### src/rtl/apb_debug_bridge.sv
// UART (8N1) command frames in, one APB transfer per frame, ACK/NAK/read data out on txd.
// SETUP follows the last stop-bit sample by one cycle; no backpressure, bytes arriving mid-transfer are dropped.
module apb_debug_bridge #(
  parameter int CLKS_PER_BIT = 868,
  parameter int TIMEOUT      = 1024
) (
  input  logic        PCLK,
  input  logic        PRESET,
  input  logic        rxd,
  output logic        txd,
  output logic [31:0] PADDR,
  output logic        PWRITE,
  output logic        PSEL,
  output logic        PENABLE,
  output logic [31:0] PWDATA,
  input  logic [31:0] PRDATA,
  input  logic        PREADY,
  output logic        busy
);

  localparam int CW = $clog2(CLKS_PER_BIT);
  localparam int TW = $clog2(TIMEOUT) + 1;
  localparam logic [CW-1:0] BIT_END  = CW'(CLKS_PER_BIT - 1);
  localparam logic [CW-1:0] HALF_END = CW'(CLKS_PER_BIT / 2 - 1);
  localparam logic [TW-1:0] TO_END   = TW'(TIMEOUT - 1);
  localparam logic [7:0] CMD_W = 8'h57;
  localparam logic [7:0] CMD_R = 8'h52;
  localparam logic [7:0] ACK   = 8'h06;
  localparam logic [7:0] NAK   = 8'h15;

  typedef enum logic [1:0] {RX_IDLE, RX_START, RX_DATA, RX_STOP} rx_st_e;
  typedef enum logic [2:0] {P_IDLE, P_ADDR, P_DATA, P_SETUP, P_ACCESS, P_RESP} p_st_e;

  logic          rx_s1_q, rx_s1_d, rx_s2_q, rx_s2_d, rx_prev_q, rx_prev_d;
  rx_st_e        rx_st_q, rx_st_d;
  logic [CW-1:0] rx_cnt_q, rx_cnt_d;
  logic [2:0]    rx_bit_q, rx_bit_d;
  logic [7:0]    rx_sh_q, rx_sh_d;
  p_st_e         p_st_q, p_st_d;
  logic [1:0]    byte_cnt_q, byte_cnt_d;
  logic          is_wr_q, is_wr_d;
  logic [31:0]   addr_sh_q, addr_sh_d, data_sh_q, data_sh_d;
  logic [TW-1:0] to_cnt_q, to_cnt_d;
  logic          psel_q, psel_d, penable_q, penable_d, pwrite_q, pwrite_d;
  logic [31:0]   paddr_q, paddr_d, pwdata_q, pwdata_d;
  logic          tx_act_q, tx_act_d, txd_q, txd_d;
  logic [8:0]    tx_sh_q, tx_sh_d;
  logic [3:0]    tx_bits_q, tx_bits_d;
  logic [CW-1:0] tx_cnt_q, tx_cnt_d;
  logic [23:0]   resp_q, resp_d;
  logic [1:0]    resp_n_q, resp_n_d;
  logic          busy_q, busy_d;

  logic       rx_done, rx_ok, rx_ferr, tx_last_done, tx_load;
  logic [7:0] tx_byte;

  always_comb begin
    rx_s1_d    = rxd;
    rx_s2_d    = rx_s1_q;
    rx_prev_d  = rx_s2_q;
    rx_st_d    = rx_st_q;
    rx_cnt_d   = rx_cnt_q;
    rx_bit_d   = rx_bit_q;
    rx_sh_d    = rx_sh_q;
    p_st_d     = p_st_q;
    byte_cnt_d = byte_cnt_q;
    is_wr_d    = is_wr_q;
    addr_sh_d  = addr_sh_q;
    data_sh_d  = data_sh_q;
    to_cnt_d   = to_cnt_q;
    psel_d     = psel_q;
    penable_d  = penable_q;
    pwrite_d   = pwrite_q;
    paddr_d    = paddr_q;
    pwdata_d   = pwdata_q;
    tx_act_d   = tx_act_q;
    txd_d      = txd_q;
    tx_sh_d    = tx_sh_q;
    tx_bits_d  = tx_bits_q;
    tx_cnt_d   = tx_cnt_q;
    resp_d     = resp_q;
    resp_n_d   = resp_n_q;
    busy_d     = busy_q;
    rx_done    = 1'b0;
    tx_load    = 1'b0;
    tx_byte    = NAK;

    // Receiver: start is a falling edge, confirmed again at mid-bit.
    case (rx_st_q)
      RX_IDLE: begin
        if (rx_prev_q && !rx_s2_q) begin
          rx_st_d  = RX_START;
          rx_cnt_d = '0;
        end
      end
      RX_START: begin
        if (rx_cnt_q == HALF_END) begin
          rx_cnt_d = '0;
          rx_bit_d = '0;
          rx_st_d  = rx_s2_q ? RX_IDLE : RX_DATA;
        end else begin
          rx_cnt_d = rx_cnt_q + 1'b1;
        end
      end
      RX_DATA: begin
        if (rx_cnt_q == BIT_END) begin
          rx_cnt_d = '0;
          rx_sh_d  = {rx_s2_q, rx_sh_q[7:1]};
          rx_bit_d = rx_bit_q + 3'd1;
          if (rx_bit_q == 3'd7) rx_st_d = RX_STOP;
        end else begin
          rx_cnt_d = rx_cnt_q + 1'b1;
        end
      end
      RX_STOP: begin
        if (rx_cnt_q == BIT_END) begin
          rx_done = 1'b1;
          rx_st_d = RX_IDLE;
        end else begin
          rx_cnt_d = rx_cnt_q + 1'b1;
        end
      end
      default: rx_st_d = RX_IDLE;
    endcase
    rx_ok   = rx_done && rx_s2_q;
    rx_ferr = rx_done && !rx_s2_q;

    tx_last_done = tx_act_q && (tx_cnt_q == BIT_END) && (tx_bits_q == 4'd0);
    if (tx_act_q) begin
      if (tx_cnt_q == BIT_END) begin
        tx_cnt_d = '0;
        if (tx_bits_q != 4'd0) begin
          txd_d     = tx_sh_q[0];
          tx_sh_d   = {1'b1, tx_sh_q[8:1]};
          tx_bits_d = tx_bits_q - 4'd1;
        end else begin
          tx_act_d = 1'b0;
          txd_d    = 1'b1;
        end
      end else begin
        tx_cnt_d = tx_cnt_q + 1'b1;
      end
    end

    case (p_st_q)
      P_IDLE: begin
        if (rx_ok) begin
          busy_d     = 1'b1;
          byte_cnt_d = '0;
          if (rx_sh_q == CMD_W || rx_sh_q == CMD_R) begin
            is_wr_d = (rx_sh_q == CMD_W);
            p_st_d  = P_ADDR;
          end else begin
            tx_load  = 1'b1;
            tx_byte  = NAK;
            resp_n_d = '0;
            p_st_d   = P_RESP;
          end
        end
      end
      P_ADDR: begin
        if (rx_ferr) begin
          p_st_d = P_IDLE;
          busy_d = 1'b0;
        end else if (rx_ok) begin
          addr_sh_d  = {addr_sh_q[23:0], rx_sh_q};
          byte_cnt_d = byte_cnt_q + 2'd1;
          if (byte_cnt_q == 2'd3) begin
            if (is_wr_q) begin
              p_st_d = P_DATA;
            end else begin
              p_st_d   = P_SETUP;
              psel_d   = 1'b1;
              pwrite_d = 1'b0;
              paddr_d  = {addr_sh_q[23:0], rx_sh_q};
            end
          end
        end
      end
      P_DATA: begin
        if (rx_ferr) begin
          p_st_d = P_IDLE;
          busy_d = 1'b0;
        end else if (rx_ok) begin
          data_sh_d  = {data_sh_q[23:0], rx_sh_q};
          byte_cnt_d = byte_cnt_q + 2'd1;
          if (byte_cnt_q == 2'd3) begin
            p_st_d   = P_SETUP;
            psel_d   = 1'b1;
            pwrite_d = 1'b1;
            paddr_d  = addr_sh_q;
            pwdata_d = {data_sh_q[23:0], rx_sh_q};
          end
        end
      end
      P_SETUP: begin
        penable_d = 1'b1;
        to_cnt_d  = '0;
        p_st_d    = P_ACCESS;
      end
      P_ACCESS: begin
        // A ready slave on the final counted cycle still wins over the abort.
        if (PREADY) begin
          psel_d    = 1'b0;
          penable_d = 1'b0;
          p_st_d    = P_RESP;
          tx_load   = 1'b1;
          if (pwrite_q) begin
            tx_byte  = ACK;
            resp_n_d = '0;
          end else begin
            tx_byte  = PRDATA[31:24];
            resp_d   = PRDATA[23:0];
            resp_n_d = 2'd3;
          end
        end else if (to_cnt_q == TO_END) begin
          psel_d    = 1'b0;
          penable_d = 1'b0;
          p_st_d    = P_RESP;
          tx_load   = 1'b1;
          tx_byte   = NAK;
          resp_n_d  = '0;
        end else begin
          to_cnt_d = to_cnt_q + 1'b1;
        end
      end
      P_RESP: begin
        if (tx_last_done) begin
          if (resp_n_q != 2'd0) begin
            tx_load  = 1'b1;
            tx_byte  = resp_q[23:16];
            resp_d   = {resp_q[15:0], 8'h00};
            resp_n_d = resp_n_q - 2'd1;
          end else begin
            p_st_d = P_IDLE;
            busy_d = 1'b0;
          end
        end
      end
      default: p_st_d = P_IDLE;
    endcase

    if (tx_load) begin
      tx_act_d  = 1'b1;
      txd_d     = 1'b0;
      tx_sh_d   = {1'b1, tx_byte};
      tx_bits_d = 4'd9;
      tx_cnt_d  = '0;
    end
  end

  always_ff @(posedge PCLK or negedge PRESET) begin
    if (!PRESET) begin
      rx_s1_q    <= 1'b1;
      rx_s2_q    <= 1'b1;
      rx_prev_q  <= 1'b1;
      rx_st_q    <= RX_IDLE;
      rx_cnt_q   <= '0;
      rx_bit_q   <= '0;
      rx_sh_q    <= '0;
      p_st_q     <= P_IDLE;
      byte_cnt_q <= '0;
      is_wr_q    <= 1'b0;
      addr_sh_q  <= '0;
      data_sh_q  <= '0;
      to_cnt_q   <= '0;
      psel_q     <= 1'b0;
      penable_q  <= 1'b0;
      pwrite_q   <= 1'b0;
      paddr_q    <= '0;
      pwdata_q   <= '0;
      tx_act_q   <= 1'b0;
      txd_q      <= 1'b1;
      tx_sh_q    <= '1;
      tx_bits_q  <= '0;
      tx_cnt_q   <= '0;
      resp_q     <= '0;
      resp_n_q   <= '0;
      busy_q     <= 1'b0;
    end else begin
      rx_s1_q    <= rx_s1_d;
      rx_s2_q    <= rx_s2_d;
      rx_prev_q  <= rx_prev_d;
      rx_st_q    <= rx_st_d;
      rx_cnt_q   <= rx_cnt_d;
      rx_bit_q   <= rx_bit_d;
      rx_sh_q    <= rx_sh_d;
      p_st_q     <= p_st_d;
      byte_cnt_q <= byte_cnt_d;
      is_wr_q    <= is_wr_d;
      addr_sh_q  <= addr_sh_d;
      data_sh_q  <= data_sh_d;
      to_cnt_q   <= to_cnt_d;
      psel_q     <= psel_d;
      penable_q  <= penable_d;
      pwrite_q   <= pwrite_d;
      paddr_q    <= paddr_d;
      pwdata_q   <= pwdata_d;
      tx_act_q   <= tx_act_d;
      txd_q      <= txd_d;
      tx_sh_q    <= tx_sh_d;
      tx_bits_q  <= tx_bits_d;
      tx_cnt_q   <= tx_cnt_d;
      resp_q     <= resp_d;
      resp_n_q   <= resp_n_d;
      busy_q     <= busy_d;
    end
  end

  assign txd     = txd_q;
  assign PADDR   = paddr_q;
  assign PWRITE  = pwrite_q;
  assign PSEL    = psel_q;
  assign PENABLE = penable_q;
  assign PWDATA  = pwdata_q;
  assign busy    = busy_q;

endmodule

### config.mk
export PLATFORM = sky130hd
export DESIGN_NAME = apb_debug_bridge
export DESIGN_NICKNAME = d
export VERILOG_FILES = /design/src/rtl/apb_debug_bridge.sv
export SDC_FILE = /design/constraint.sdc
export NUM_CORES = 1
export LEC_CHECK = 0
export CAP_MARGIN = 0
export CORE_ASPECT_RATIO = 1.75
export CORE_MARGIN = 2
export CORE_UTILIZATION = 51
export CTS_CLUSTER_DIAMETER = 30
export DETAILED_ROUTE_END_ITERATION = 10
export PLACE_DENSITY = 0.87
export SETUP_SLACK_MARGIN = 0.4
export SLEW_MARGIN = 20
export SYNTH_ARGS = -nofsm -noshare
export SYNTH_HDL_FRONTEND = slang
export SYNTH_SLANG_ARGS = --single-unit
### constraint.sdc
create_clock -name PCLK -period 2.1 [get_ports PCLK]
set_clock_uncertainty 0.15 [all_clocks]
set_input_delay 0.42 -clock PCLK [delete_from_list [all_inputs] [get_ports PCLK]]
set_output_delay 0.42 -clock PCLK [all_outputs]
set_load 0.02 [all_outputs]
==> results.json, run 1 <==
{
  "insertion_delay_ns": 0.57,
  "status": "finished, violations left",
  "fin_area_um2": 14900,
  "failed_checks": "setup timing",
  "placed_cells": 1250,
  "cp_num_buf_inv": 2,
  "root_buffer": "clkbuf_16",
  "globalplace.congestion": 0.919,
  "finalMaxSlewViolations": 0,
  "cts_made_buffers": 31,
  "finalHoldViolations": 0,
  "syn_nets": 914,
  "clock-sinks": 217,
  "grt_pass1_vias": 8946,
  "via_count": 9244,
  "holdWs_ns": 0.127,
  "arrival_ns": 2.77,
  "critPathLaunch": "rx_prev_d",
  "holdPathStages": 1,
  "crit_top_cell": "buf_4",
  "rrSetupSlack_ns": -0.37,
  "pre_cts_slack_ns": -0.187,
  "antenna_found_initial": 1,
  "ir_worst_vdd_mv": 0.953,
  "synthCells": 869,
  "reg2reg_depth": 8,
  "finalCriticalPeriod_ns": 2.47,
  "hold_class": "in2reg",
  "ios": 105,
  "crit_path_start_kind": "flip-flop",
  "post-route-drc-count": 0,
  "die_w_um": 109,
  "fin_nets": 1177,
  "leakage_nw": 7.10,
  "htreeDepth": 1,
  "dieArea_um2": 20300,
  "worst-path-max-fanout": 12,
  "drv_cap": 0,
  "rows": 67,
  "placed_area_um2": 11800,
  "netlist_area_um2": 9770,
  "period_share": 1.18,
  "max_freq_mhz": 404,
  "crit_chain": "buf_4, nor2b_2, nor3_2, buf_4, a31oi_4, nand4_1, xor2_1, nor2_1",
  "totalPowerFinal_mw": 14.6,
  "wl_um": 40800,
  "netlist-cell-type-count": 68,
  "ys_async_sr_fraction": 1.00,
  "clkTransAtPathRegs_ns": 0.06,
  "cts_tree": "done",
  "slowest_delay_ns": 0.40,
  "seq_area_frac_synth": 0.557,
  "overflow": 0,
  "setup_tns_ns": -9.23,
  "final_cells": 1399,
  "area_growth_pct": 52.6,
  "syn_area_per_cell_um2": 11.2,
  "numPortBuffers": 104,
  "initial_core_util": 0.516,
  "post-route-util": 0.787,
  "grt_max_degree": 60,
  "coreArea_um2": 18900,
  "track_usage": 0.309,
  "min-delay-start": "rxd",
  "max_slew_margin": 0.538,
  "grt_pass1_wl_um": 48700,
  "detailed_place_hpwl_um": 15900,
  "fin_ws_ns": -0.374,
  "dieHeight_um": 187,
  "cpMaxStageDelayCell": "a31oi_4",
  "critical_path_depth": 8,
  "endpoint_kind": "flip-flop",
  "synth-edff-count": 0,
  "dr.pass1.iters": 6,
  "p_per_area_nw_per_um2": 977,
  "synth-seq-cells": 217,
  "routedWlPerCell_um": 29.2,
  "rsz0062_at_grt": "true",
  "drtAntennaViolNets": 0,
  "worst_ep_required_time_ns": 2.39,
  "setup_violations": 172,
  "ys.flop_type": "dfrtp_1",
  "drive_above_1_share": 0.538,
  "n_fill_cell": 872,
  "drt-initial-drc-count": 1204,
  "regToRegStartpoint": "rx_prev_d",
  "crit_family": "simple AND/OR/NAND/NOR gates",
  "clockBufferDepth": 3,
  "ys_warn_count": 0,
  "crit_type": "reg2reg",
  "via_per_inst": 6.61,
  "worstMarginPinSlew_ns": 0.674
}
-- worst paths after layout --
check / to
min in group asynchronous: resp_q[2]
max: rx_cnt_q[6]
max in group asynchronous: tx_sh_q[6]
min reg2reg: rx_prev_d
min: rx_s1_q
max reg2reg: rx_cnt_q[6]
-- repair_timing --
item / in CTS / in global routing
pin swaps: 24 / 35
gates resized for setup: 427 / 217
hold endpoints to repair: 45 / 0
setup endpoints to repair: 282 / 236
gates cloned: 16 / 2
hold buffers: 1 / 0
setup buffers: 34 / 37
-- cell type report --
| type | count | area [µm²] | share of cell area |
|---|---|---|---|
| multi-input cells | 602 | 5490 | 0.368 |
| flip-flops and latches | 217 | 5450 | 0.366 |
| repair buffers | 270 | 2560 | 0.172 |
| clock buffers | 33 | 793 | 0.0532 |
| well taps | 241 | 302 | 0.0202 |
| clock inverters | 24 | 274 | 0.0184 |
| inverters | 10 | 37.5 | 0.00252 |
| diodes | 2 | 5.00 | 0.000336 |
-- synthesized netlist by cell type, drive strengths merged, types with 10 or more instances --
| master | number | area, µm² |
|---|---|---|
| clkbuf | 13 | 48.8 |
| o21ai | 30 | 154 |
| nor2 | 96 | 365 |
| dfrtp | 205 | 5130 |
| nor3 | 12 | 76.3 |
| nand2 | 86 | 325 |
| mux2 | 91 | 1020 |
| buf | 31 | 184 |
| nand3 | 33 | 180 |
| mux2i | 50 | 500 |
| a21oi | 69 | 345 |
| dfstp | 12 | 315 |
| inv | 10 | 37.5 |
-- report_power, final --
part | switching [mW] | internal [mW] | leakage, nW
sequential | 0.662 | 4.74 | 2.88
clock | 2.26 | 3.20 | 0.522
combinational | 2.01 | 1.69 | 3.70
-- state kept, by name (all words and copies together), names as in the netlist, 2 cells and up, named ones only --
register,count
PADDR,32
byte_cnt_q,2
p_st_q,3
resp_q,24
to_cnt_q,11
rx_sh_q,8
PWDATA,32
data_sh_q,24
tx_cnt_q,10
tx_bits_q,4
addr_sh_q,32
rx_bit_q,3
resp_n_q,2
tx_sh_q,8
rx_cnt_q,10
-- placed cells by master, fill, tap and decap left out, drive strengths merged, types with 12 or more instances in the layout --
master	synthesis	final
buf	31	229
mux2i	50	50
a21oi	69	69
nor2	96	96
clkbuf	13	39
mux2	91	91
o21ai	30	30
nand3	33	33
dfrtp	205	205
dfstp	12	12
nand2	86	89
inv	10	23
clkdlybuf4s50	0	34
nor3	12	12
-- metal layers --
layer,wire [µm],vias up,GRT usage
li1,-,3611,-
met2,20000,723,0.536
met5,48,-,0
met1,13100,4597,0.345
met4,3810,2,0.177
met3,3800,311,0.0606
-- logic make-up after synthesis --
kind of cell | count (synthesis) | share of synthesized area
XOR/XNOR | 15 | 0.0134
adder cells (fa/ha/maj) | 9 | 0.0115
multiplexers | 141 | 0.156
AO/OA/AOI/OAI | 136 | 0.0816
flip-flops | 217 | 0.557
buffers and inverters | 54 | 0.0277
AND/OR/NAND/NOR | 297 | 0.152
Note: power is estimated with default switching activity, not from simulation.
==> run 2, diff against run 1 <==
Settings changed: CORE_UTILIZATION 51 to 57, DONT_BUFFER_PORTS from default to 1, PLACE_DENSITY 0.87 to 0.86.
==> results.json, run 2 (synthesis gave the netlist of run 1 again) <==
{
  "finalHoldViolations": 218,
  "drv_cap": 0,
  "area_growth_pct": 46.0,
  "leakage_nw": 6.66,
  "via_count": 8960,
  "pre_cts_slack_ns": -0.137,
  "dieHeight_um": 177,
  "initial_core_util": 0.579,
  "dr.pass1.iters": 7,
  "max_freq_mhz": 366,
  "cts_tree": "done",
  "max_slew_margin": 0.314,
  "status": "finished, violations left",
  "finalCriticalPeriod_ns": 2.73,
  "endpoint_kind": "flip-flop",
  "rows": 63,
  "hold_class": "in2async",
  "clkTransAtPathRegs_ns": 0.07,
  "routedWlPerCell_um": 30.7,
  "clock-sinks": 217,
  "final_common_cell": "dfrtp_1",
  "arrival_ns": 3.04,
  "grt_pass1_vias": 8198,
  "drt-initial-drc-count": 912,
  "fin_nets": 1081,
  "dieArea_um2": 18200,
  "root_buffer": "clkbuf_16",
  "p_per_area_nw_per_um2": 1060,
  "via_per_inst": 6.95,
  "numPortBuffers": 0,
  "rsz0062_at_grt": "true",
  "grt_pass1_wl_um": 43900,
  "drive_above_1_share": 0.490,
  "grt_max_degree": 218,
  "clockBufferDepth": 3,
  "period_share": 1.30,
  "fin_area_um2": 14300,
  "htreeDepth": 1,
  "failed_checks": "hold timing, setup timing",
  "globalplace.congestion": 0.912,
  "coreArea_um2": 16900,
  "post-route-drc-count": 0,
  "finalMaxSlewViolations": 0,
  "setup_tns_ns": -30.67,
  "antenna_found_initial": 6,
  "placed_area_um2": 10600,
  "holdWs_ns": -0.576,
  "drtAntennaViolNets": 0,
  "wl_um": 39600,
  "cts_hold_buf": 28,
  "ios": 105,
  "fin_ws_ns": -0.632,
  "crit_path_start_kind": "flip-flop",
  "worst_ep_required_time_ns": 2.41,
  "track_usage": 0.312,
  "crit_type": "reg2reg",
  "cts_made_buffers": 31,
  "ir_worst_vdd_mv": 0.971,
  "insertion_delay_ns": 0.56,
  "worst-path-max-fanout": 4,
  "overflow": 0,
  "die_w_um": 103,
  "worstMarginPinSlew_ns": 1.03,
  "layout_common_cells": "dfrtp_1 (201), buf_4 (84), mux2_4 (71)",
  "setup_violations": 189,
  "detailed_place_hpwl_um": 14300
}
[run 2: cell count changes in the layout (fill, tap and decap cells not counted), moves of 9 or more]
cell and delta:
buf_4 -33, nor2_1 +13, clkdlybuf4s50_1 -34, mux2_4 +30, nor2_4 -26, dlygate4sd3_1 +27
mux2_2 -30, buf_16 -9, a21oi_2 -16, nor2_2 +13, a21oi_1 +12, buf_2 -51
[run 2: final timing paths]
path                            depth (start not counted)           end  slack [ns]    startpoint
worst max-delay path                                    8    tx_sh_q[0]       -0.63  tx_bits_q[0]
worst min-delay path                                    0  tx_bits_q[3]       -0.58        PRESET
worst max register to register                          8    tx_sh_q[0]       -0.63  tx_bits_q[0]
worst min register to register                          0     rx_prev_d        0.21       rx_s1_q
max in group asynchronous                               0    resp_q[10]        1.92        PRESET
min in group PCLK                                       2     resp_q[9]       -0.03     PRDATA[9]
[run 2: worst max-delay path: stages, from the launching register on]
cell,delay [ns]
dfrtp_1,0.41
inv_2,0.15
ha_2,0.21
nor3b_4,0.22
nand4_1,0.19
or2_4,0.31
o21ai_1,0.28
nor4b_2,0.52
o21ai_1,0.19
[run 2: cell type report]
class / count / area, µm²
timing repair buffer: 173 / 1850
multi-input combinational: 603 / 5550
inverter: 10 / 40.0
clock buffer: 33 / 793
fill: 701 / 2610
antenna: 3 / 7.51
sequential: 217 / 5450
tap: 227 / 284
clock inverter: 23 / 285
[run 2: metrics by stage]
step | hold slack, ns | power [mW] | util | cells
after global placement | -0.0203 | 7.30 | 0.629 | 1116
final | -0.576 | 15.1 | 0.846 | 1289
after detailed placement | -0.0198 | 7.41 | 0.629 | 1116
after global routing | -0.591 | 15.4 | 0.845 | 1288
after CTS | -0.584 | 13.4 | 0.770 | 1240
after floorplan | -0.0256 | 6.72 | - | 869
[run 2: power breakdown]
part	total (mW)	internal (mW)	switching, mW	leakage [nW]
sequential	5.46	4.75	0.709	2.88
combinational	4.10	1.90	2.20	3.25
clock	5.56	3.30	2.26	0.523
[run 2: timing repair]
action | 4_1_cts | 5_1_grt
setup endpoints to repair | 214 | 216
setup buffers | 32 | 35
gates resized for setup | 150 | 197
cloned | 8 | 11
endpoints found under the hold margin | 245 | 217
pin swaps | 46 | 48
[run 2: metal layers]
metal,track usage,part of all wire,vias to the layer above,wire [µm]
li1,-,-,3418,-
met1,0.342,0.32,4415,12600
met2,0.541,0.48,748,19000
met3,0.0825,0.11,373,4270
met4,0.161,0.094,6,3740
met5,0,0.0010,-,40
